$ cat config.mk
export PLATFORM = sky130hd
export DESIGN_NAME = sweep_controller
export DESIGN_NICKNAME = d
export VERILOG_FILES = /design/src/rtl/sweep_pkg.sv /design/src/rtl/sweep_controller_peak_detector.sv /design/src/rtl/sweep_controller.sv
export SDC_FILE = /design/constraint.sdc
export NUM_CORES = 1
export LEC_CHECK = 0
export ABC_AREA = 0
export CORE_MARGIN = 5
export CORE_UTILIZATION = 39
export DETAILED_ROUTE_END_ITERATION = 7
export PLACE_DENSITY = 0.73
export SYNTH_ARGS = -nofsm -noshare
export SYNTH_HDL_FRONTEND = slang
export SYNTH_SLANG_ARGS = --single-unit
$ cat constraint.sdc
create_clock -name i_clk -period 4.48 [get_ports i_clk]
set_input_delay 0.672 -clock i_clk [delete_from_list [all_inputs] [get_ports i_clk]]
set_output_delay 0.672 -clock i_clk [all_outputs]
set_load 0.01 [all_outputs]
$ cat src/rtl/sweep_pkg.sv
// Shared types and defaults for the frequency-sweep sequencer.
package sweep_pkg;

  localparam int PHASE_W_DEF = 32;
  localparam int DATA_W_DEF  = 24;
  localparam int CNT_W_DEF   = 24;
  localparam int INIT_CYCLES = 2;

  typedef enum logic [2:0] {
    ST_IDLE   = 3'd0,
    ST_INIT   = 3'd1,
    ST_SETTLE = 3'd2,
    ST_DWELL  = 3'd3,
    ST_REPORT = 3'd4,
    ST_DONE   = 3'd5
  } state_e;

endpackage

$ cat src/rtl/sweep_controller_peak_detector.sv
// Running maximum of |sample| with synchronous clear and sample enable.
// o_peak_next exposes the value the register takes on an enabled edge.
module peak_detector
  import sweep_pkg::*;
#(
  parameter int DATA_W = DATA_W_DEF
) (
  input  logic              i_clk,
  input  logic              i_rst_n,
  input  logic              i_clr,
  input  logic              i_en,
  input  logic [DATA_W-1:0] i_data,
  output logic [DATA_W-1:0] o_peak_next
);

  // Unsigned magnitude; the most negative input maps to 2^(DATA_W-1) exactly.
  function automatic logic [DATA_W-1:0] abs_mag(input logic [DATA_W-1:0] v);
    logic [DATA_W-1:0] r;
    if (v[DATA_W-1]) begin
      r = ~v + {{(DATA_W-1){1'b0}}, 1'b1};
    end else begin
      r = v;
    end
    return r;
  endfunction

  logic [DATA_W-1:0] peak_q;
  logic [DATA_W-1:0] peak_d;
  logic [DATA_W-1:0] mag_s;

  // Magnitude, candidate maximum and register next-state.
  always_comb begin
    mag_s       = abs_mag(i_data);
    o_peak_next = (mag_s > peak_q) ? mag_s : peak_q;
    if (i_clr) begin
      peak_d = {DATA_W{1'b0}};
    end else if (i_en) begin
      peak_d = o_peak_next;
    end else begin
      peak_d = peak_q;
    end
  end

  // Peak register.
  always_ff @(posedge i_clk or negedge i_rst_n) begin
    if (!i_rst_n) begin
      peak_q <= {DATA_W{1'b0}};
    end else begin
      peak_q <= peak_d;
    end
  end

endmodule

$ cat src/rtl/sweep_controller.sv
// Frequency-sweep sequencer: steps the generator phase increment, settles,
// measures peak |filter output| per point and reports one result per point.
module sweep_controller
  import sweep_pkg::*;
#(
  parameter int PHASE_W = PHASE_W_DEF,
  parameter int DATA_W  = DATA_W_DEF,
  parameter int CNT_W   = CNT_W_DEF
) (
  input  logic                     i_clk,
  input  logic                     i_rst_n,
  input  logic                     i_start,
  input  logic                     i_abort,
  input  logic [PHASE_W-1:0]       i_start_step,
  input  logic [PHASE_W-1:0]       i_stop_step,
  input  logic [PHASE_W-1:0]       i_step_inc,
  input  logic [CNT_W-1:0]         i_settle_cycles,
  input  logic [CNT_W-1:0]         i_dwell_cycles,
  input  logic signed [DATA_W-1:0] i_filt_data,
  output logic [PHASE_W-1:0]       o_phase_step,
  output logic                     o_gen_rst,
  output logic                     o_busy,
  output logic                     o_done,
  output logic                     o_result_valid,
  output logic [PHASE_W-1:0]       o_result_step,
  output logic [DATA_W-1:0]        o_result_peak,
  output logic                     o_result_last
);

  localparam logic [CNT_W-1:0]   CNT_ZERO   = {CNT_W{1'b0}};
  localparam logic [CNT_W-1:0]   CNT_ONE    = {{(CNT_W-1){1'b0}}, 1'b1};
  localparam logic [CNT_W-1:0]   INIT_LAST  = CNT_W'(INIT_CYCLES - 1);
  localparam logic [PHASE_W-1:0] PHASE_ZERO = {PHASE_W{1'b0}};

  state_e             state_q, state_d;
  logic [CNT_W-1:0]   cnt_q, cnt_d, settle_q, settle_d, dwell_q, dwell_d;
  logic [CNT_W-1:0]   cnt_inc_s, dwell_eff_s;
  logic [PHASE_W-1:0] stop_q, stop_d, inc_q, inc_d;
  logic [PHASE_W-1:0] phase_step_q, phase_step_d, result_step_q, result_step_d;
  logic [DATA_W-1:0]  result_peak_q, result_peak_d, peak_next_s;
  logic               gen_rst_q, gen_rst_d, busy_q, busy_d, done_q, done_d;
  logic               result_valid_q, result_valid_d, result_last_q, result_last_d;
  logic [PHASE_W:0]   next_step_s;
  logic               last_s, pk_clr_s, pk_en_s;

  peak_detector #(.DATA_W(DATA_W)) u_peak (
    .i_clk       (i_clk),
    .i_rst_n     (i_rst_n),
    .i_clr       (pk_clr_s),
    .i_en        (pk_en_s),
    .i_data      (i_filt_data),
    .o_peak_next (peak_next_s)
  );

  // Sequencer next-state and registered-output next values.
  always_comb begin
    state_d        = state_q;
    cnt_d          = cnt_q;
    settle_d       = settle_q;
    dwell_d        = dwell_q;
    stop_d         = stop_q;
    inc_d          = inc_q;
    phase_step_d   = phase_step_q;
    result_step_d  = result_step_q;
    result_peak_d  = result_peak_q;
    result_valid_d = 1'b0;
    result_last_d  = 1'b0;
    pk_clr_s       = 1'b0;
    pk_en_s        = 1'b0;

    cnt_inc_s   = cnt_q + CNT_ONE;
    dwell_eff_s = (dwell_q == CNT_ZERO) ? CNT_ONE : dwell_q;
    // Extra bit catches wrap past the top of the phase range.
    next_step_s = {1'b0, phase_step_q} + {1'b0, inc_q};
    last_s      = (inc_q == PHASE_ZERO) || (next_step_s > {1'b0, stop_q}) ||
                  next_step_s[PHASE_W];

    if (i_abort) begin
      state_d = ST_IDLE;
      cnt_d   = CNT_ZERO;
    end else begin
      case (state_q)
        ST_IDLE: begin
          if (i_start) begin
            stop_d       = i_stop_step;
            inc_d        = i_step_inc;
            settle_d     = i_settle_cycles;
            dwell_d      = i_dwell_cycles;
            phase_step_d = i_start_step;
            cnt_d        = CNT_ZERO;
            state_d      = ST_INIT;
          end else begin
            state_d = ST_IDLE;
          end
        end
        ST_INIT: begin
          if (cnt_q == INIT_LAST) begin
            cnt_d = CNT_ZERO;
            if (settle_q == CNT_ZERO) begin
              state_d  = ST_DWELL;
              pk_clr_s = 1'b1;
            end else begin
              state_d = ST_SETTLE;
            end
          end else begin
            cnt_d = cnt_inc_s;
          end
        end
        ST_SETTLE: begin
          if (cnt_inc_s == settle_q) begin
            cnt_d    = CNT_ZERO;
            state_d  = ST_DWELL;
            pk_clr_s = 1'b1;
          end else begin
            cnt_d = cnt_inc_s;
          end
        end
        ST_DWELL: begin
          pk_en_s = 1'b1;
          if (cnt_inc_s == dwell_eff_s) begin
            cnt_d          = CNT_ZERO;
            state_d        = ST_REPORT;
            result_valid_d = 1'b1;
            result_last_d  = last_s;
            result_step_d  = phase_step_q;
            result_peak_d  = peak_next_s;
          end else begin
            cnt_d = cnt_inc_s;
          end
        end
        ST_REPORT: begin
          if (last_s) begin
            state_d = ST_DONE;
          end else begin
            phase_step_d = next_step_s[PHASE_W-1:0];
            if (settle_q == CNT_ZERO) begin
              state_d  = ST_DWELL;
              pk_clr_s = 1'b1;
            end else begin
              state_d = ST_SETTLE;
            end
          end
        end
        ST_DONE: begin
          state_d = ST_IDLE;
        end
        default: begin
          state_d = ST_IDLE;
        end
      endcase
    end

    gen_rst_d = (state_d == ST_INIT);
    busy_d    = (state_d != ST_IDLE);
    done_d    = (state_d == ST_DONE);
  end

  // State, counters, shadow configuration and registered outputs.
  always_ff @(posedge i_clk or negedge i_rst_n) begin
    if (!i_rst_n) begin
      state_q        <= ST_IDLE;
      cnt_q          <= CNT_ZERO;
      settle_q       <= CNT_ZERO;
      dwell_q        <= CNT_ZERO;
      stop_q         <= PHASE_ZERO;
      inc_q          <= PHASE_ZERO;
      phase_step_q   <= PHASE_ZERO;
      result_step_q  <= PHASE_ZERO;
      result_peak_q  <= {DATA_W{1'b0}};
      result_valid_q <= 1'b0;
      result_last_q  <= 1'b0;
      gen_rst_q      <= 1'b0;
      busy_q         <= 1'b0;
      done_q         <= 1'b0;
    end else begin
      state_q        <= state_d;
      cnt_q          <= cnt_d;
      settle_q       <= settle_d;
      dwell_q        <= dwell_d;
      stop_q         <= stop_d;
      inc_q          <= inc_d;
      phase_step_q   <= phase_step_d;
      result_step_q  <= result_step_d;
      result_peak_q  <= result_peak_d;
      result_valid_q <= result_valid_d;
      result_last_q  <= result_last_d;
      gen_rst_q      <= gen_rst_d;
      busy_q         <= busy_d;
      done_q         <= done_d;
    end
  end

  assign o_phase_step   = phase_step_q;
  assign o_gen_rst      = gen_rst_q;
  assign o_busy         = busy_q;
  assign o_done         = done_q;
  assign o_result_valid = result_valid_q;
  assign o_result_step  = result_step_q;
  assign o_result_peak  = result_peak_q;
  assign o_result_last  = result_last_q;

endmodule

-- Yosys cells after proc, flatten, opt, wreduce, memory -nomap -nowiden
Index checks and enable logic that the tools add are counted.
- output and inout port bits: 93
- input port bits: 172
- logic and storage cells: 84
- register bits: 256
- $add $sub $neg: 3
- bitwise operators: 2
- multiplexer cells: 36
- reductions and logical operators: 14
- magnitude comparators: 2
- equality and inequality tests: 12
- operators with widths (operator ; number):
    $mux W24 ; 10
    $pmux W24 S4 ; 1
    $mux W32 ; 2
    $pmux W32 S2 ; 1
    $add A24 B1 Y24 const B ; 2
    $eq A24 B24 Y1 ; 2
    $logic_not A24 Y1 ; 2
    $add A32 B32 Y33 ; 1
    $gt A33 B32 Y1 ; 1
    $logic_not A32 Y1 ; 1
    $eq A24 B1 Y1 const B ; 1
    $gt A24 B24 Y1 ; 1
    $not A24 Y24 ; 1
    $mux W1 ; 15
    $mux W3 ; 5
    $pmux W3 S5 ; 1
    $eq A3 B1 Y1 const B ; 2
    $eq A3 B2 Y1 const B ; 2
    $eq A3 B3 Y1 const B ; 2
    $reduce_and A3 Y1 ; 2
    $reduce_bool A5 Y1 ; 1
    $ne A2 B2 Y1 const B ; 2
    $reduce_and A4 Y1 ; 1
    $reduce_bool A2 Y1 ; 2
    7 further kinds ; 8

-- Logic depth before layout (Yosys ltp)
Gate-level depths: netlist (run 1).
- word-level depth: 8
- depth in mapped cells: 21
- gate-level depth less buffers: 20

-- By module
From an unflattened synthesis (run 1), not the netlist that was laid out.
- cell total of the unflattened synthesis: 1761
- area total of the unflattened synthesis: 17138.9 µm²
- by module, submodules not included (module ; cells each ; area each (µm²) ; instances ; seq. area each (µm²)):
    sweep_controller ; 1477 ; 14541.4 ; 1 ; 5805.6
    peak_detector ; 284 ; 2597.5 ; 1 ; 600.6

-- Least setup slack after synthesis (run 1)
OpenSTA, ideal clock, no wires.
- path type: reg2reg
- start point: register phase_step_q[4] (netlist: o_phase_step[4])
- end point: register phase_step_q[26] (netlist: o_phase_step[26])
- setup slack: -483 ps
- data arrival time: 4845 ps
- path buffers: 1
- cell stages (with the launch flop): 21
- clock period less this slack: 4963 ps
- required time: 4362 ps
- setup time: 118 ps
- path through: dfrtp_1 > ha_1 > a211oi_1 > o211a_1 > nor3_1 > nor2_1 > a31oi_1 > a21o_1 > a211o_1 > and3_1 > ha_1 > nand4_1 > or2_2 > or3_1 > o211ai_1 > a221o_1 > a211oi_1 > a31oi_1 > clkbuf_1 > a31oi_1 > a21o_1
- longest elaborated chain between the ends: 6
- elaborated cells between the ends (all ways): 8
- those cells by class: 1 x add/sub; 1 x order compare; 1 x eq/ne; 2 x mux; 3 x reduce/logical
- RTL lines (what ; line ; RTL):
    start: declaration ; sweep_controller.sv:39 ; logic [PHASE_W-1:0] phase_step_q, phase_step_d, result_step_q, result_step_d;
    start signal: assignment ; sweep_controller.sv:182 ; phase_step_q <= phase_step_d;
    $add A32 B32 Y33 (*) ; sweep_controller.sv:74 ; next_step_s = {1'b0, phase_step_q} + {1'b0, inc_q};
    $gt A33 B32 Y1 ; sweep_controller.sv:75 ; last_s = (inc_q == PHASE_ZERO) || (next_step_s > {1'b0, stop_q}) ||
    $logic_or A1 B1 Y1 (2 in a row) ; sweep_controller.sv:75 ;
    $ne A2 B2 Y1 (no source line) ; -- ;
    $reduce_and A4 Y1 (no source line) ; -- ;
Every way passes the cells marked *; elsewhere a longest branch is shown, timed or not. The select of a mux whose other input is x is not followed.
A chain may end at the register's enable or synchronous reset.

-- Final worst setup path (run 1)
- start point: register inc_q[0]
- end point: register phase_step_q[29] (netlist: o_phase_step[29])
- longest elaborated chain between the ends: 6
- elaborated cells between the ends (all ways): 9
- those cells by class: 1 x add/sub; 1 x order compare; 1 x eq/ne; 2 x mux; 4 x reduce/logical
- RTL lines (what ; line ; RTL):
    start: declaration ; sweep_controller.sv:38 ; logic [PHASE_W-1:0] stop_q, stop_d, inc_q, inc_d;
    start signal: assignment ; sweep_controller.sv:181 ; inc_q <= inc_d;
    $add A32 B32 Y33 ; sweep_controller.sv:74 ;
    $gt A33 B32 Y1 ; sweep_controller.sv:75 ;
    $logic_or A1 B1 Y1 (2 in a row) ; sweep_controller.sv:75 ;
    $ne A2 B2 Y1 (no source line) ; -- ;
    $reduce_and A4 Y1 (no source line) ; -- ;
Several ways; a longest one is shown, not always the timed one. The select of a mux whose other input is x is not followed.

==> results of run 1 <==
state kept, by name (all words and copies together) (netlist names):
name / count
o_result_valid: 1
o_done: 1
o_busy: 1
settle_q: 24
dwell_q: 24
inc_q: 32
o_result_step: 32
o_result_last: 1
cnt_q: 24
stop_q: 32
state_q: 3
u_peak.peak_q: 24
o_result_peak: 24
o_gen_rst: 1
o_phase_step: 32
power groups by stage:
stage	Clock (mW)	Sequential (mW)	Combinational, mW
final	2.58	3.39	6.92
after floorplan	0	3.23	3.39
after CTS	2.64	3.36	6.45
after detailed placement	0	3.37	5.84
after global routing	2.73	3.44	7.50
after global placement	0	3.36	5.67
layout make-up:
class / instances / area [sq um] / share of cell area (%)
Multi-Input combinational cell: 1332 / 10330 / 43.40
Sequential cell: 256 / 6407 / 26.91
Timing Repair Buffer: 528 / 5047 / 21.20
Clock buffer: 37 / 827.0 / 3.474
Tap cell: 539 / 674.4 / 2.833
Inverter: 80 / 300.3 / 1.261
Clock inverter: 19 / 219.0 / 0.9197
timing repair:
action,4_1_cts,5_1_grt
buffers inserted,33,13
hold endpoints to repair,0,0
setup endpoints to repair,63,87
gates resized for setup,100,107
cloned,12,0
pin swaps,34,51
metrics by stage:
stage | std cells | setup WS (ns) | total power, mW | util [%]
after floorplan | 1760 | 0.005154 | 6.612 | -
after global placement | 2684 | -0.4278 | 9.024 | 50.87
after detailed placement | 2684 | -0.5764 | 9.213 | 50.87
after CTS | 2783 | -0.3060 | 12.45 | 55.74
after global routing | 2791 | -0.6386 | 13.67 | 56.63
final | 2791 | -0.4652 | 12.89 | 56.63
cells by family (layout without fill, tap and decap cells):
group           count (synthesis)  in the layout  synth area share (%)
simple gates                  564            564                 17.42
compound gates                391            391                 14.74
flops                         256            256                 38.49
mux                           194            194                 13.22
buf+inv                       172            664                 4.217
fa+ha+maj                      92             92                 6.961
xor+xnor                       91             91                 4.954
per-layer routing:
metal  up-vias  GRT usage (%)
met3       164          5.080
met4         6          8.904
met5         -              0
met1      7806          32.88
li1       7374              -
met2       704          42.07
Yosys cell counts, types with 38 or more instances:
| cell type | number | area share [%] |
|---|---|---|
| xnor2_1 | 61 | 3.2 |
| nor2_1 | 93 | 2.1 |
| dfrtp_1 | 256 | 38 |
| nand4_1 | 38 | 1.4 |
| nand2_1 | 191 | 4.3 |
| o21ai_0 | 133 | 4.0 |
| ha_1 | 91 | 6.8 |
| nor4_1 | 45 | 1.7 |
| inv_1 | 80 | 1.8 |
| a21oi_1 | 73 | 2.2 |
| mux2i_1 | 75 | 4.5 |
| clkbuf_1 | 69 | 1.6 |
| mux2_2 | 90 | 6.1 |
| nand3_1 | 38 | 1.1 |
final timing paths:
check / end / slack (ns) / cells after the start
max in group asynchronous: inc_q[27] / 3.38 / 2
hold reg to reg: o_result_peak[7] / 0.48 / 2
setup reg to reg: o_phase_step[29] / -0.47 / 25
setup / recovery: o_phase_step[29] / -0.47 / 25
hold / removal: o_result_step[7] / 0.09 / 1
min in group i_clk: o_result_peak[7] / 0.48 / 2
==> impl_results.md, run 1 <==
* CTS Root Cell: clkbuf_16
* Sw Ratio at between 30% and 40%
* Initial core utilization at 39.59%
* Die height at 216.6 um
* Mapped cell area at 16640 sq um
* Placed Area at between 20000 and 25000 sq um
* Syn. warnings at 0
* Global-route wire length before repair at around 95000 um
* Static Leak at just over 10 nW
* PD cells at 541.3 nW/um^2
* Pin count of the biggest net entering global routing at 108
* Final WL at 61780 um
* FMAX at about 0.2 GHz
* Crit path arrival time at between 5 and 6 ns
* Clock network power share at 20.1%
* Worst vdd ir at around 0.00035 V
* Total GRT Usage at between 20 and 30%
* Final instance area at roughly 24000 sq um
* Routed len/inst at around 22 um
* Area Growth Syn to Fin at 43.04%
* HPWL after detailed placement at around 45000 um
* CP peak stage delay at 0.42 ns
* I/O Buffers at between 200 and 300
* Bufs on Longest Clock Path at 3
* Mean Syn Cell Area at 9.457 sq um
* Sw Pwr at around 5 mW
* Maxcap violations at 0
* Initial DRC count at between 1000 and 1500
* CTS tree: built
* Final Wtd Congestion at around 1
* First-pass iteration count of the detailed router at 6
* Crit path required time at between 4 and 5 ns
* Syn_nets at 2024
* Residual DRC at 0
* Worst path slowest cell: fa_2
* FF-to-FF Start: inc_q[0]
* Int Power at between 7 and 8 mW
* Power share of the combinational group at between 50% and 60%
* WL met3 at ~4700 um
* Vias in the first global route at about 17000
* Routed via count at approximately 16000
* Part of the Yosys area used for sequential elements at approximately two fifths
* Synthesized flop and latch total at roughly 260
* Row cnt at 75
* Worst Setup Slack, final at -0.4652 ns
* Layout filler cell count at 3519
* Wl on met1 at 25600 um
* Period utilization at 110.4%
* Post-layout min period at 4.945 ns
* Clock Pin Slew Worst Setup and Hold Paths at approximately 0.06 ns
* Crit path launch type: register
* Failing checks: setup timing
* Commonest non-fill, non-tap cell in the layout: clkdlybuf4s50_1
* Unique cell type count in the Yosys netlist at a little under 90
* Tightest Pin Transition at between 0.9 and 1 ns
* Post-Route Skew at ~0.019 ns
* EDFF count, synth at 0
* RSZ-0062 raised after global routing: yes
* HP Class: in2async
* I/O pin count at 265
* Cells after Synth at ~1800
* TNS Setup at -22.14 ns
* Max Used Layer: met5
* Critical path class: reg2reg
* Core box area at around 42000 sq um
* Worst slew margin at 37.13%
* Final setup vio count at 63
* Outcome: finished with violations
* Post-CTS Hold Fix Bufs at 0
* Clock Sinks at 256
* Max-slew violations at 0
* Layout cell share with drive strength beyond 1 at 26.11%
* Final hold slack at between 0.08 and 0.09 ns
* CP top delay family: compound AO/OA/AOI/OAI gates
* Die width at roughly 220 um
* Initial antenna violation count at 3
* Commonest non-fill, non-tap cells in the layout: 263 x clkdlybuf4s50_1, 255 x dfrtp_1, 228 x buf_4, 167 x nand2_1, 101 x o21ai_0
* H-Tree Depth at 1
* WL met2 at ~29000 um
* Clock Latency Late Sink at 0.59 ns
* Share of flip-flops with an asynchronous set or reset at 100.0%
* Inserted Clock Buffers at 30
* Critical path buffer and inverter count at 5
* Final #Nets at about 2500
* Final hold viol count at 0
* Vias/cell at about 5.8
* Crit path max fanout at 3
* Die area at ~47000 sq um
* Worst Setup SP: inc_q[0]
* Top_reg_cell synth: dfrtp_1
* DRT antenna net count at 0
* Worst setup EP type: register
* Antenna Cells at 0
* Overflow left after global routing at 0
* Seq pwr share at a little over a quarter
Note: power is estimated with default switching activity, not from simulation.
==> run 2, diff against run 1 <==
--- a/config.mk
+++ b/config.mk
@@ -6,10 +6,12 @@
 export NUM_CORES = 1
 export LEC_CHECK = 0
 export ABC_AREA = 0
+export CELL_PAD_IN_SITES_DETAIL_PLACEMENT = 1
+export CELL_PAD_IN_SITES_GLOBAL_PLACEMENT = 2
 export CORE_MARGIN = 5
-export CORE_UTILIZATION = 39
+export CORE_UTILIZATION = 31
 export DETAILED_ROUTE_END_ITERATION = 7
-export PLACE_DENSITY = 0.73
+export PLACE_DENSITY = 0.87
 export SYNTH_ARGS = -nofsm -noshare
 export SYNTH_HDL_FRONTEND = slang
 export SYNTH_SLANG_ARGS = --single-unit
==> run 2 against run 1 <==
  * The flow still finishes with violations (setup timing)
  * Final cell count up 6.5%
  * Clock-buffer cell count up 6
  * Sequential share of layout area down 0.35 points
  * Global-route usage down 2.8 points
  * Power up 3.2%
  * First-iteration DRC count down 33%
  * Final area up 1.3%
  * Maximum frequency down 1.5%
  * Register-to-register slack worse by 0.07 ns
  * Critical path type unchanged
  * Largest cell class unchanged
  * Largest power group unchanged
==> impl_results.md, run 2 (synthesized netlist as in run 1, its figures left out) <==
* Clock network power share at 19.7% (-0.4 points)
* Crit path launch type: register
* Overflow left after global routing at 0 (unchanged)
* Failing checks: setup timing
* Final setup vio count at 63 (unchanged)
* Vias/cell at 5.445 (-5.3%)
* Tightest Pin Transition at 0.8861 ns (-0.05690 ns)
* Inserted Clock Buffers at 31 (+3.3%)
* RSZ-0062 raised after global routing: yes
* Post-layout min period at 5.019 ns (+0.07374 ns)
* Final Wtd Congestion at 0.9239 (-8.0%)
* Placement Setup Slack at -0.6399 ns (-0.06344 ns)
* Worst Setup Slack, final at -0.5389 ns (-0.07374 ns)
* Post-CTS Hold Fix Bufs at 0 (unchanged)
* Commonest non-fill, non-tap cell in the layout: clkdlybuf4s50_1
* Total GRT Usage at 22.47% (-2.8 points)
* Worst vdd ir at 0.0002937 V (-16%)
* Initial core utilization at 31.11% (-8.5 points)
* CP top delay family: compound AO/OA/AOI/OAI gates
* Crit path arrival time at 5.50 ns (+0.09 ns)
* Max-slew violations at 0 (unchanged)
* Die area at 58420 sq um (+25%)
* Residual DRC at 0 (unchanged)
* Sw Ratio at 40.12% (+1.2 points)
* Bufs on Longest Clock Path at 3 (unchanged)
* Clock Sinks at 256 (unchanged)
* Final Power at 13.30 mW (+3.2%)
* Int Power at 7.964 mW (+1.2%)
* Initial DRC count at 940 (-33%)
* First-pass iteration count of the detailed router at 5 (-1)
* Initial antenna violation count at 3 (unchanged)
* Seq pwr share at 25.5% (-0.8 points)
* Layout filler cell count at 5958 (+69%)
* Static Leak at 10.28 nW (+0.89%)
* Pin count of the biggest net entering global routing at 100 (-7.4%)
* FMAX at 0.1992 GHz (-1.5%)
* CP dominant cell by count: buf_12
* Final WL at 70220 um (+14%)
* Clock Pin Slew Worst Setup and Hold Paths at 0.06 ns (about the same)
* Layout cell share with drive strength beyond 1 at 26.80% (+0.69 points)
* Commonest non-fill, non-tap cells in the layout: 263 x clkdlybuf4s50_1, 261 x buf_4, 255 x dfrtp_1, 169 x nand2_1, 98 x o21ai_0
* Final hold viol count at 0 (unchanged)
* Global-route wire length before repair at 106200 um (+12%)
* CP peak stage delay at 0.42 ns (about the same)
* Critical path class: reg2reg
* Worst path slowest cell: dfrtp_1
* Die width at 241.7 um (+12%)
* CTS tree: built
* Critical path buffer and inverter count at 6 (+1)
* CTS Root Cell: clkbuf_16
* Area Growth Syn to Fin at 44.94%
* Power share of the combinational group at 54.8% (+1.1 points)
* Maxcap violations at 0 (unchanged)
* DRT antenna net count at 0 (unchanged)
* Crit path max fanout at 7 (+4)
* Post-Route Skew at 0.01572 ns (-0.003652 ns)
* Worst setup EP type: register
* Core box area at 53500 sq um (+27%)
* Period utilization at 112.0% (+1.6 points)
* Outcome: finished with violations
* Clock Latency Late Sink at 0.60 ns (about the same)
* Routed via count at 16190 (+0.83%)
* Vias in the first global route at 17750 (+7.1%)
* Routed len/inst at 23.62 um (+6.7%)
* Worst slew margin at 40.78% (+3.7 points)
* HPWL after detailed placement at 50720 um (+13%)
* Crit path required time at 4.96 ns (about the same)
* Final #Nets at 2517 (+1.0%)
* Die height at 241.7 um (+12%)
* PD cells at 551.3 nW/um^2 (+1.8%)
* H-Tree Depth at 1 (unchanged)
* Sw Pwr at 5.336 mW (+6.3%)
* Row cnt at 85 (+13%)
* I/O pin count at 265 (unchanged)
* HP Class: in2async
* I/O Buffers at 264 (unchanged)
[run 2: area by class of cell]
type	instances	area, sq um	area share, %
Antenna cell	1	2.502	0.01037
Clock buffer	43	870.8	3.610
Clock inverter	13	165.2	0.6846
Inverter	80	300.3	1.245
Multi-Input combinational cell	1332	10380	43.01
Sequential cell	256	6407	26.56
Tap cell	696	870.8	3.610
Timing Repair Buffer	552	5130	21.27
[run 2: worst paths after layout]
check | start | end | slack [ns] | depth (start not counted)
setup / recovery | o_phase_step[2] | o_phase_step[23] | -0.54 | 25
hold / removal | i_rst_n | o_result_step[6] | 0.11 | 1
setup reg to reg | o_phase_step[2] | o_phase_step[23] | -0.54 | 25
hold reg to reg | o_result_peak[11] | o_result_peak[11] | 0.49 | 2
max in group asynchronous | i_rst_n | o_phase_step[1] | 3.28 | 2
min in group i_clk | o_result_peak[11] | o_result_peak[11] | 0.49 | 2
[run 2: routing by layer]
layer	GRT usage, %	share of wire (%)	routed length, um	vias up
met3	3.523	4.6	3200	130
met4	6.277	3.3	2350	4
li1	-	-	-	7394
met5	0	0.040	28	-
met1	28.07	41	29090	8227
met2	40.38	51	35560	432
[run 2: power by group through the flow]
| stage | clock network [mW] | logic (mW) | registers (mW) |
|---|---|---|---|
| 4_1_cts | 2.68 | 6.82 | 3.38 |
| 3_5_place_dp | 0 | 6.28 | 3.39 |
| 6_report | 2.62 | 7.28 | 3.39 |
| 3_3_place_gp | 0 | 5.98 | 3.36 |
| 5_1_grt | 2.78 | 7.84 | 3.44 |
| 2_1_floorplan | 0 | 3.39 | 3.23 |
[run 2: worst reg2reg max path, stage by stage (launching register included)]
cell and delay (ns):
dfrtp_1 0.42, ha_4 0.27, o211ai_1 0.28, o211a_1 0.27, nor3_2 0.05, nor2_1 0.16
buf_4 0.17, a31oi_4 0.08, a21o_1 0.17, a211o_1 0.28, and3_1 0.19, ha_1 0.32
buf_4 0.14, nand2_1 0.05, o21ai_0 0.09, a211oi_2 0.22, o211ai_1 0.15, a221o_1 0.37
a211oi_4 0.32, buf_6 0.15, a31oi_4 0.08, buf_12 0.17, buf_12 0.13, buf_12 0.14
a21oi_2 0.16, a21oi_2 0.07
[run 2: repair_timing]
action / CTS / global route
setup buffers: 22 / 13
cloned: 8 / 2
pin swaps: 44 / 53
resized for setup: 106 / 98
endpoints found under the setup margin: 69 / 87
[run 2: metrics by stage]
stage	TNS (ns)	utilization (%)	hold WS, ns	instances	cell area (sq um)
CTS	-18.33	44.42	0.1649	2965	23760
finish	-26.30	45.09	0.1117	2973	24120
floorplan	0	-	0.3764	1760	16770
detailed placement	-38.44	40.92	0.4817	2880	21890
global placement	-31.68	40.92	0.4735	2880	21890
global route	-37.21	45.09	0.1760	2972	24120
==> run 3, diff against run 2 <==
--- a/config.mk
+++ b/config.mk
@@ -8,7 +8,6 @@
 export ABC_AREA = 0
 export CELL_PAD_IN_SITES_DETAIL_PLACEMENT = 1
 export CELL_PAD_IN_SITES_GLOBAL_PLACEMENT = 2
-export CORE_MARGIN = 5
 export CORE_UTILIZATION = 31
 export DETAILED_ROUTE_END_ITERATION = 7
 export PLACE_DENSITY = 0.87
==> run 3 against run 2 <==
  * The run ends with DRC, setup timing left
  * Clock skew grew 0.020 ns
  * Sequential cell count is the same
  * Global-route usage grew 1.6 points
  * Power shrank 3.1%
  * Via count shrank 1.1%
  * Worst setup slack gained 0.22 ns
  * Core utilization grew 0.16 points
==> impl_results.md, run 3 (synthesized netlist as in run 1, its figures left out) <==
* Commonest non-fill, non-tap cell in the layout: clkdlybuf4s50_1
* Crit path max fanout at 7 (unchanged)
* First-pass iteration count of the detailed router at 7 (+2)
* Max-slew violations at 0 (unchanged)
* Crit path cell chain: buf_6, ha_4, a211oi_4, o211a_1, nor3_2, nor2_1, buf_4, a31oi_4, a21o_1, a211o_1, and3_4, ha_4, nand4_1, or2_4, or3_1, o211ai_1, a221o_1, a211oi_4, buf_6, a31oi_4, buf_12, clkbuf_16, o21ai_2
* Finished Core Util at 45.26% (+0.16 points)
* Antenna Cells at 0 (-1)
* Pin count of the biggest net entering global routing at 93 (-7.0%)
* Layout cell share with drive strength beyond 1 at 26.11% (-0.69 points)
* RSZ-0062 raised after global routing: yes
* Post-CTS Hold Fix Bufs at 0 (unchanged)
* Static Leak at 10.16 nW (-1.2%)
* Core box area at 52760 sq um (-1.4%)
* Overflow left after global routing at 0 (unchanged)
* Die area at 54620 sq um (-6.5%)
* Bufs on Longest Clock Path at 3 (unchanged)
* Outcome: finished with violations
* Clock Pin Slew Worst Setup and Hold Paths at 0.06 ns (about the same)
* Layout filler cell count at 5921 (-0.62%)
* Final instance area at 23880 sq um (-1.0%)
* Crit path required time at 4.95 ns (about the same)
* Worst vdd ir at 0.0002942 V (+0.19%)
* Worst path slowest cell: dfrtp_1
* Post-layout min period at 4.799 ns (-0.2197 ns)
* Final WL at 66480 um (-5.3%)
* Worst Setup Slack, final at -0.3193 ns (+0.2197 ns)
* Tightest Pin Transition at 0.7456 ns (-0.1405 ns)
* Clock Latency Late Sink at 0.61 ns (about the same)
* Initial core utilization at 31.55% (+0.43 points)
* Critical path buffer and inverter count at 5 (-1)
* Area Growth Syn to Fin at 43.47%
* Period utilization at 107.1% (-4.9 points)
* Routed len/inst at 22.58 um (-4.4%)
* Die height at 233.7 um (-3.3%)
* H-Tree Depth at 1 (unchanged)
* DRT antenna net count at 0 (unchanged)
* I/O pin count at 265 (unchanged)
* Placed Area at 21770 sq um (-0.54%)
* Clock Sinks at 256 (unchanged)
* PD cells at 540.0 nW/um^2 (-2.1%)
* CP top delay family: compound AO/OA/AOI/OAI gates
* FF/Latch Area at 6407 sq um (unchanged)
* Failing checks: DRC, setup timing
* Final setup vio count at 62 (-1.6%)
* Initial antenna violation count at 5 (+2)
* HP Class: in2async
* Row cnt at 84 (-1.2%)
* Final #Nets at 2498 (-0.75%)
* Die width at 233.7 um (-3.3%)
* Crit path launch type: register
* Worst slew margin at 49.59% (+8.8 points)
* Total GRT Usage at 24.07% (+1.6 points)
* Residual DRC at 12 (+12)
* Global-route wire length before repair at 101900 um (-4.1%)
* Commonest non-fill, non-tap cells in the layout: 263 x clkdlybuf4s50_1, 255 x dfrtp_1, 238 x buf_4, 166 x nand2_1, 93 x o21ai_0
* Cell count of the worst reg-to-reg path at 23 (-8.0%)
* Placement Setup Slack at -0.6875 ns (-0.04759 ns)
* Maxcap violations at 0 (unchanged)
* Routed via count at 16010 (-1.1%)
* Inserted Clock Buffers at 30 (-3.2%)
* I/O Buffers at 264 (unchanged)
* CTS Root Cell: clkbuf_16
* Final hold slack at 0.1350 ns (+0.02336 ns)
* Critical path depth at 23 (-8.0%)
* HPWL after detailed placement at 49880 um (-1.7%)
* Post-Route Skew at 0.03604 ns (+0.02032 ns)
* Final hold viol count at 0 (unchanged)
* Crit path arrival time at 5.27 ns (-0.23 ns)
* Multi-input logic area at 10290 sq um (-0.81%)
* Placed insts at 2857 (-0.80%)
* Final Wtd Congestion at 0.9547 (+3.3%)
* Critical path class: reg2reg
* Vias/cell at 5.438 (-0.13%)
* TNS Setup at -16.37 ns (+9.928 ns)
* FMAX at 0.2084 GHz (+4.6%)
* Initial DRC count at 980 (+4.3%)
* CP peak stage delay at 0.40 ns (-0.02 ns)
* Worst setup EP type: register
* Finished Layout Cells at 2944 (-0.98%)
* Final Power at 12.89 mW (-3.1%)
* CTS tree: built
* Vias in the first global route at 17350 (-2.2%)
[run 3: changes by cell type in the layout (fill, tap and decap cells not counted), moves of 4 or more]
| cell | delta |
|---|---|
| nand2_2 | +4 |
| buf_4 | -23 |
| buf_6 | +6 |
| o21ai_0 | -5 |
| a21oi_4 | -4 |
| a21oi_1 | +6 |
| o21ai_2 | +9 |
[run 3: area by class of cell]
type                            instances  share of cell area (%)
Tap cell                              688                   3.605
Clock inverter                         12                  0.6236
Clock buffer                           42                   3.458
Inverter                               80                   1.258
Multi-Input combinational cell       1332                   43.10
Sequential cell                       256                   26.83
Timing Repair Buffer                  534                   21.12
[run 3: worst paths after layout]
| check | endpoint | startpoint | slack (ns) |
|---|---|---|---|
| max in group asynchronous | u_peak.peak_q[2] | i_rst_n | 3.26 |
| setup reg to reg | o_phase_step[7] | inc_q[1] | -0.32 |
| hold reg to reg | o_result_peak[13] | o_result_peak[13] | 0.48 |
| hold / removal | inc_q[12] | i_rst_n | 0.14 |
| setup / recovery | o_phase_step[7] | inc_q[1] | -0.32 |
| min in group i_clk | o_result_peak[13] | o_result_peak[13] | 0.48 |
[run 3: power breakdown]
part	internal, mW	switching [mW]
Combinational	3.51	3.50
Sequential	2.81	0.574
Clock	1.45	1.05
[run 3: routing by layer]
layer  global-route usage, %  vias up  share of wire (%)
li1                        -     7359                  -
met1                   30.12     8140                 42
met2                   42.49      376                 50
met3                   3.564      123                4.2
met4                   7.102       10                3.1
met5                       0        -               0.11
[run 3: timing repair]
item                                    CTS  global route
pin swaps                                53            71
endpoints found under the setup margin   78            87
buffers inserted                         18             9
cloned                                    8             3
resized for setup                        83           119
==> edit 1: new RTL, settings of run 1 <==
Register the input `i_stop_step` before use. The logic sees it one clock later. The other inputs are not delayed to match.
--- a/src/rtl/sweep_controller.sv
+++ b/src/rtl/sweep_controller.sv
@@ -32,6 +32,12 @@
   localparam logic [CNT_W-1:0]   INIT_LAST  = CNT_W'(INIT_CYCLES - 1);
   localparam logic [PHASE_W-1:0] PHASE_ZERO = {PHASE_W{1'b0}};
 
+  logic [PHASE_W-1:0] i_stop_step_q;
+
+  always_ff @(posedge i_clk) begin
+    i_stop_step_q <= i_stop_step;
+  end
+
   state_e             state_q, state_d;
   logic [CNT_W-1:0]   cnt_q, cnt_d, settle_q, settle_d, dwell_q, dwell_d;
   logic [CNT_W-1:0]   cnt_inc_s, dwell_eff_s;
@@ -82,7 +88,7 @@
       case (state_q)
         ST_IDLE: begin
           if (i_start) begin
-            stop_d       = i_stop_step;
+            stop_d       = i_stop_step_q;
             inc_d        = i_step_inc;
             settle_d     = i_settle_cycles;
             dwell_d      = i_dwell_cycles;
Behaviour: not the same (Yosys sat finds a counterexample within 10 cycles, from zero or initial values and one cycle with i_rst_n low).
==> edit 1 against run 1 <==
The flow still finishes with violations (negative setup slack). Highest routed layer unchanged. Setup slack got worse by 0.20 ns. Wire length shrank 14%. Sequential cell count rose by 32. Global-route usage is 3.6 points lower. Cell area is 1.9% lower. Total power down 17%. First-iteration DRC count decreased by 40%. Synthesized area down 0.31%.
==> edit 1: results (changes against run 1) <==
* Clock Skew at 0.0217 ns (was 0.0194 ns)
* Placed cells at 2556 (was 2684)
* Placed Instance Area at 21300 um2 (was 21400 um2)
* Status: finished, violations left (unchanged)
* Worst Path Arrival at 5.59 ns (was 5.41 ns)
* Sequential area share after synthesis at 42.5% (was 38.5%)
* Wire length of the first global-routing pass at 82.3 mm (was 95.1 mm)
* Mapped Nets at 1899 (was 2024)
* Wirelength, routed at 53.2 mm (was 61.8 mm)
* Hpwl dp at 39.4 mm (was 44.8 mm)
* XOR/XNOR Fraction of Synth Area at 5.36% (was 4.95%)
* Largest net degree at the start of global routing at 92 (was 108)
* H-tree levels at 2 (was 1)
* Setup ws final at -0.664 ns (was -0.465 ns)
* M3 GR Usage at 4.47% (was 5.08%)
* Commonest cells in the netlist: dfrtp_1 (256), mux2_2 (152), nand2_1 (127) (was dfrtp_1 (256), nand2_1 (191), o21ai_0 (133))
* Final setup vio count at 61 (was 63)
* # nets final at 2348 (was 2492)
* Failing checks: negative setup slack (unchanged)
* Setup crit start: inc_q[19] (was inc_q[0])
* Vias in the first global route at 15190 (was 16569)
* GR Layer Usage met1 at 27.4% (was 32.9%)
* M1 WL at 22.5 mm (was 25.6 mm)
* Synth unique cells at 79 (was 87)
* Total track usage at 21.6% (was 25.3%)
* 1st-iter DRT viols at 834 (was 1401)
* Met2 Usage GRT at 37.2% (was 42.1%)
* Worst-Skew Late Latency at 0.55 ns (was 0.59 ns)
* Vias at 14477 (was 16054)
* CP max FO at 5 (was 3)
* Multiplexer share of the synthesized area at 14.8% (was 13.2%)
* Initial antenna violation count at 1 (was 3)
* Peak supply drop at 0.000284 V (was 0.000352 V)
## edit 1: cell types whose count changed in the layout (fill, tap and decap cells not counted), moves of 20 or more
cell,change
mux2_4,-28
nand2_1,-48
mux2_2,+61
mux2_1,+20
o21ai_0,-29
buf_4,-20
mux2i_1,-23
dfxtp_1,+32
## edit 1: kinds of logic (layout without fill, tap and decap cells)
| family | count (synthesis) | in the layout |
|---|---|---|
| AOI/OAI and AO/OA | 345 | 346 |
| xor gates and xnor gates | 100 | 100 |
| adders and majority gates | 92 | 92 |
| buffers and inverters | 172 | 644 |
| DFF | 288 | 288 |
| muxes | 224 | 224 |
| and+or+nand+nor | 414 | 414 |
## edit 1: report_power, final
part           internal (W)  switching [W]  total, W
combinational       0.00236        0.00214   0.00450
sequential          0.00296       0.000364   0.00333
clock               0.00177        0.00112   0.00289
## edit 1: worst paths after layout
kind,end,slack [ns],cells past startpoint
min in group i_clk,stop_q[18],0.46,1
max,o_phase_step[2],-0.66,20
max reg2reg,o_phase_step[2],-0.66,20
min reg2reg,stop_q[18],0.46,1
max in group asynchronous,u_peak.peak_q[8],3.33,2
min,o_result_step[25],0.12,1
## edit 1: what timing repair did
action	CTS	global route
buffers inserted	4	18
hold buffers	0	0
setup endpoints to repair	64	85
pin swaps	8	40
gates resized for setup	38	111
gates cloned	0	9
## edit 1: metrics by stage
step           hold slack, ns  setup TNS (ns)
6_report                0.121          -34.96
5_1_grt                 0.192          -48.71
4_1_cts                 0.173          -35.48
3_5_place_dp            0.450          -60.12
3_3_place_gp            0.443          -55.93
2_1_floorplan           0.376           -4.31
## edit 1: cell type report
class                   count  area, um2
fillers                  3625      18700
repair buffers            498       4680
multi-input cells        1176       9460
clock buffers              51       1030
flip-flops and latches    288       7050
clock inverters            10        141
well taps                 539        674
inverters                  85        319
==> edit 2: new RTL, flow settings as in run 1 <==
Made on the original files. `CNT_W_DEF`: 24 -> 28.
--- a/src/rtl/sweep_pkg.sv
+++ b/src/rtl/sweep_pkg.sv
@@ -3,7 +3,7 @@
 
   localparam int PHASE_W_DEF = 32;
   localparam int DATA_W_DEF  = 24;
-  localparam int CNT_W_DEF   = 24;
+  localparam int CNT_W_DEF   = 28;
   localparam int INIT_CYCLES = 2;
 
   typedef enum logic [2:0] {
Interface: changed (resized i_dwell_cycles and i_settle_cycles); port bits go from 265 to 273. The function was not compared with the original's and may differ.
==> edit 2 against run 1 <==
The run still ends with negative setup slack left. Sequential cell count rose by 12. Sequential share of layout area rose by 1.4 points. Via count fell by 5.8%. Synthesized area rose by 0.48%. Die area rose by 0.46%. Largest power group unchanged. Cell area fell by 0.46%. Highest routed layer unchanged. Critical path type unchanged. Total power fell by 2.7%. Setup slack improved by 0.19 ns. Count of clock-buffer cells in the layout rose by 5. Critical path depth fell by 1. Wire length fell by 8.2%. Utilization fell by 0.51 points.
==> edit 2: results (changes against run 1) <==
* Worst Path Arrival at 5.18 ns (was 5.41 ns)
* Top post-synthesis cells by area: dfrtp_1 (40%), mux2_2 (8.4%), ha_1 (6.8%) (was dfrtp_1 (38%), ha_1 (6.8%), mux2_2 (6.1%))
* Failing checks: negative setup slack (unchanged)
* Worst hold path class: input port to async pin (unchanged)
* Placed Instance Area at 21800 um2 (was 21400 um2)
* Vias in the first global route at 15703 (was 16569)
* CTS Root Cell: clkbuf_16 (unchanged)
* Yosys warnings at 0 (unchanged)
* H-tree levels at 2 (was 1)
* Max clock buf depth at 3 (unchanged)
* Setup TNS at -10.13 ns (was -22.14 ns)
* CP max FO at 6 (was 3)
* P_int at 0.00790 W (was 0.00787 W)
* CP max-delay cell: fa_2 (unchanged)
* Synth async-reset ratio at 100% (unchanged)
* # nets final at 2415 (was 2492)
* Mapped Nets at 1943 (was 2024)
* Reg2Reg Depth at 24 (was 25)
* Clk slew on worst S/H paths at 0.06 ns (about the same)
* Clock Skew at 0.0330 ns (was 0.0194 ns)
* Status: finished, violations left (unchanged)
* Largest net degree at the start of global routing at 121 (was 108)
* Synth unique cells at 79 (was 87)
* RD Place Congestion at 0.913 (was 1.00)
* Final setup vio count at 59 (was 63)
* Sequential power share at 26.9% (was 26.3%)
* Layout cells sized above 1 at 26.9% (was 26.1%)
* CP top delay family: compound AO/OA/AOI/OAI gates (unchanged)
* Ys flop type: dfrtp_1 (unchanged)
* Initial antenna violation count at 3 (unchanged)
* Sequential area share after synthesis at 40.1% (was 38.5%)
* Drt first pass iters at 6 (unchanged)
* Wire length of the first global-routing pass at 88.3 mm (was 95.1 mm)
* Mean routed wirelength per cell at 21.0 um (was 22.1 um)
* Pins Over Slew Limit at 0 (unchanged)
* Peak supply drop at 0.000277 V (was 0.000352 V)
* Port Buffer Count at 272 (was 264)
* Slew HR at 21.8% (was 37.1%)
* CTS buffer count at 34 (was 30)
* Worst-Skew Late Latency at 0.56 ns (was 0.59 ns)
* 1st-iter DRT viols at 1150 (was 1401)
* Leakage Power at 10.7 nW (was 10.2 nW)
* Max incr delay on CP at between 0.4 and 0.5 ns
* Setup ws final at -0.280 ns (was -0.465 ns)
* Total track usage at 23.2% (was 25.3%)
* Commonest cells in the netlist: dfrtp_1 (268), mux2_2 (125), nand2_1 (120) (was dfrtp_1 (256), nand2_1 (191), o21ai_0 (133))
* Via-to-Cell Ratio at 5.59 (was 5.75)
* Hpwl dp at 41.8 mm (was 44.8 mm)
[edit 2: power groups by stage]
stage | combinational (W) | clock (W) | sequential [W]
detailed placement | 0.00545 | 0 | 0.00339
floorplan | 0.00301 | 0 | 0.00328
global route | 0.00681 | 0.00307 | 0.00343
global placement | 0.00529 | 0 | 0.00338
CTS | 0.00576 | 0.00298 | 0.00336
finish | 0.00626 | 0.00291 | 0.00337
[edit 2: layout make-up]
type / count / area (um2)
multi-input cells: 1224 / 9900
well taps: 539 / 674
inverters: 85 / 319
repair buffers: 530 / 4930
clock buffers: 42 / 931
flip-flops and latches: 268 / 6710
fillers: 3517 / 18500
clock inverters: 16 / 228
diodes: 1 / 2.50
[edit 2: final timing paths]
path | start | endpoint | slack [ns]
max in group asynchronous | i_rst_n | stop_q[30] | 3.20
worst max register to register | o_phase_step[1] | u_peak.peak_q[20] | -0.28
worst min register to register | o_result_peak[2] | o_result_peak[2] | 0.48
min in group i_clk | o_result_peak[2] | o_result_peak[2] | 0.48
worst min-delay path | i_rst_n | settle_q[18] | 0.15
worst max-delay path | o_phase_step[1] | u_peak.peak_q[20] | -0.28
[edit 2: cell families (layout without fill, tap and decap cells)]
kind of cell | after synthesis | in the layout | synth area share (%)
buf+inv | 179 | 673 | 4.40
compound gates | 370 | 370 | 13.9
flops | 268 | 268 | 40.1
xor+xnor | 117 | 117 | 6.47
fa+ha+maj | 92 | 92 | 6.93
simple gates | 429 | 429 | 13.4
other cells | 0 | 1 | 0
mux | 216 | 216 | 14.8
[edit 2: per-stage QoR]
stage | hold WS, ns | util (%) | power [W] | instances | worst slack, ns
2_1_floorplan | 0.376 | - | 0.00629 | 1671 | -0.197
3_3_place_gp | 0.467 | 51.6 | 0.00867 | 2617 | -0.837
3_5_place_dp | 0.475 | 51.6 | 0.00885 | 2617 | -0.895
4_1_cts | 0.165 | 55.2 | 0.0121 | 2692 | -0.301
5_1_grt | 0.198 | 56.1 | 0.0133 | 2705 | -0.480
6_report | 0.147 | 56.1 | 0.0125 | 2705 | -0.280
[edit 2: timing repair]
item	in CTS	in global routing
pin swaps	50	47
gates resized for setup	50	78
buffers inserted	14	11
setup endpoints to repair	86	86
gates cloned	3	2
[edit 2: layer usage]
layer | track usage, % | up-vias | share of wire (%)
met5 | 0 | - | 0.048
met4 | 7.82 | 4 | 3.3
met3 | 4.52 | 120 | 6.3
met2 | 38.6 | 530 | 47
met1 | 30.5 | 7420 | 43
li1 | - | 7053 | -
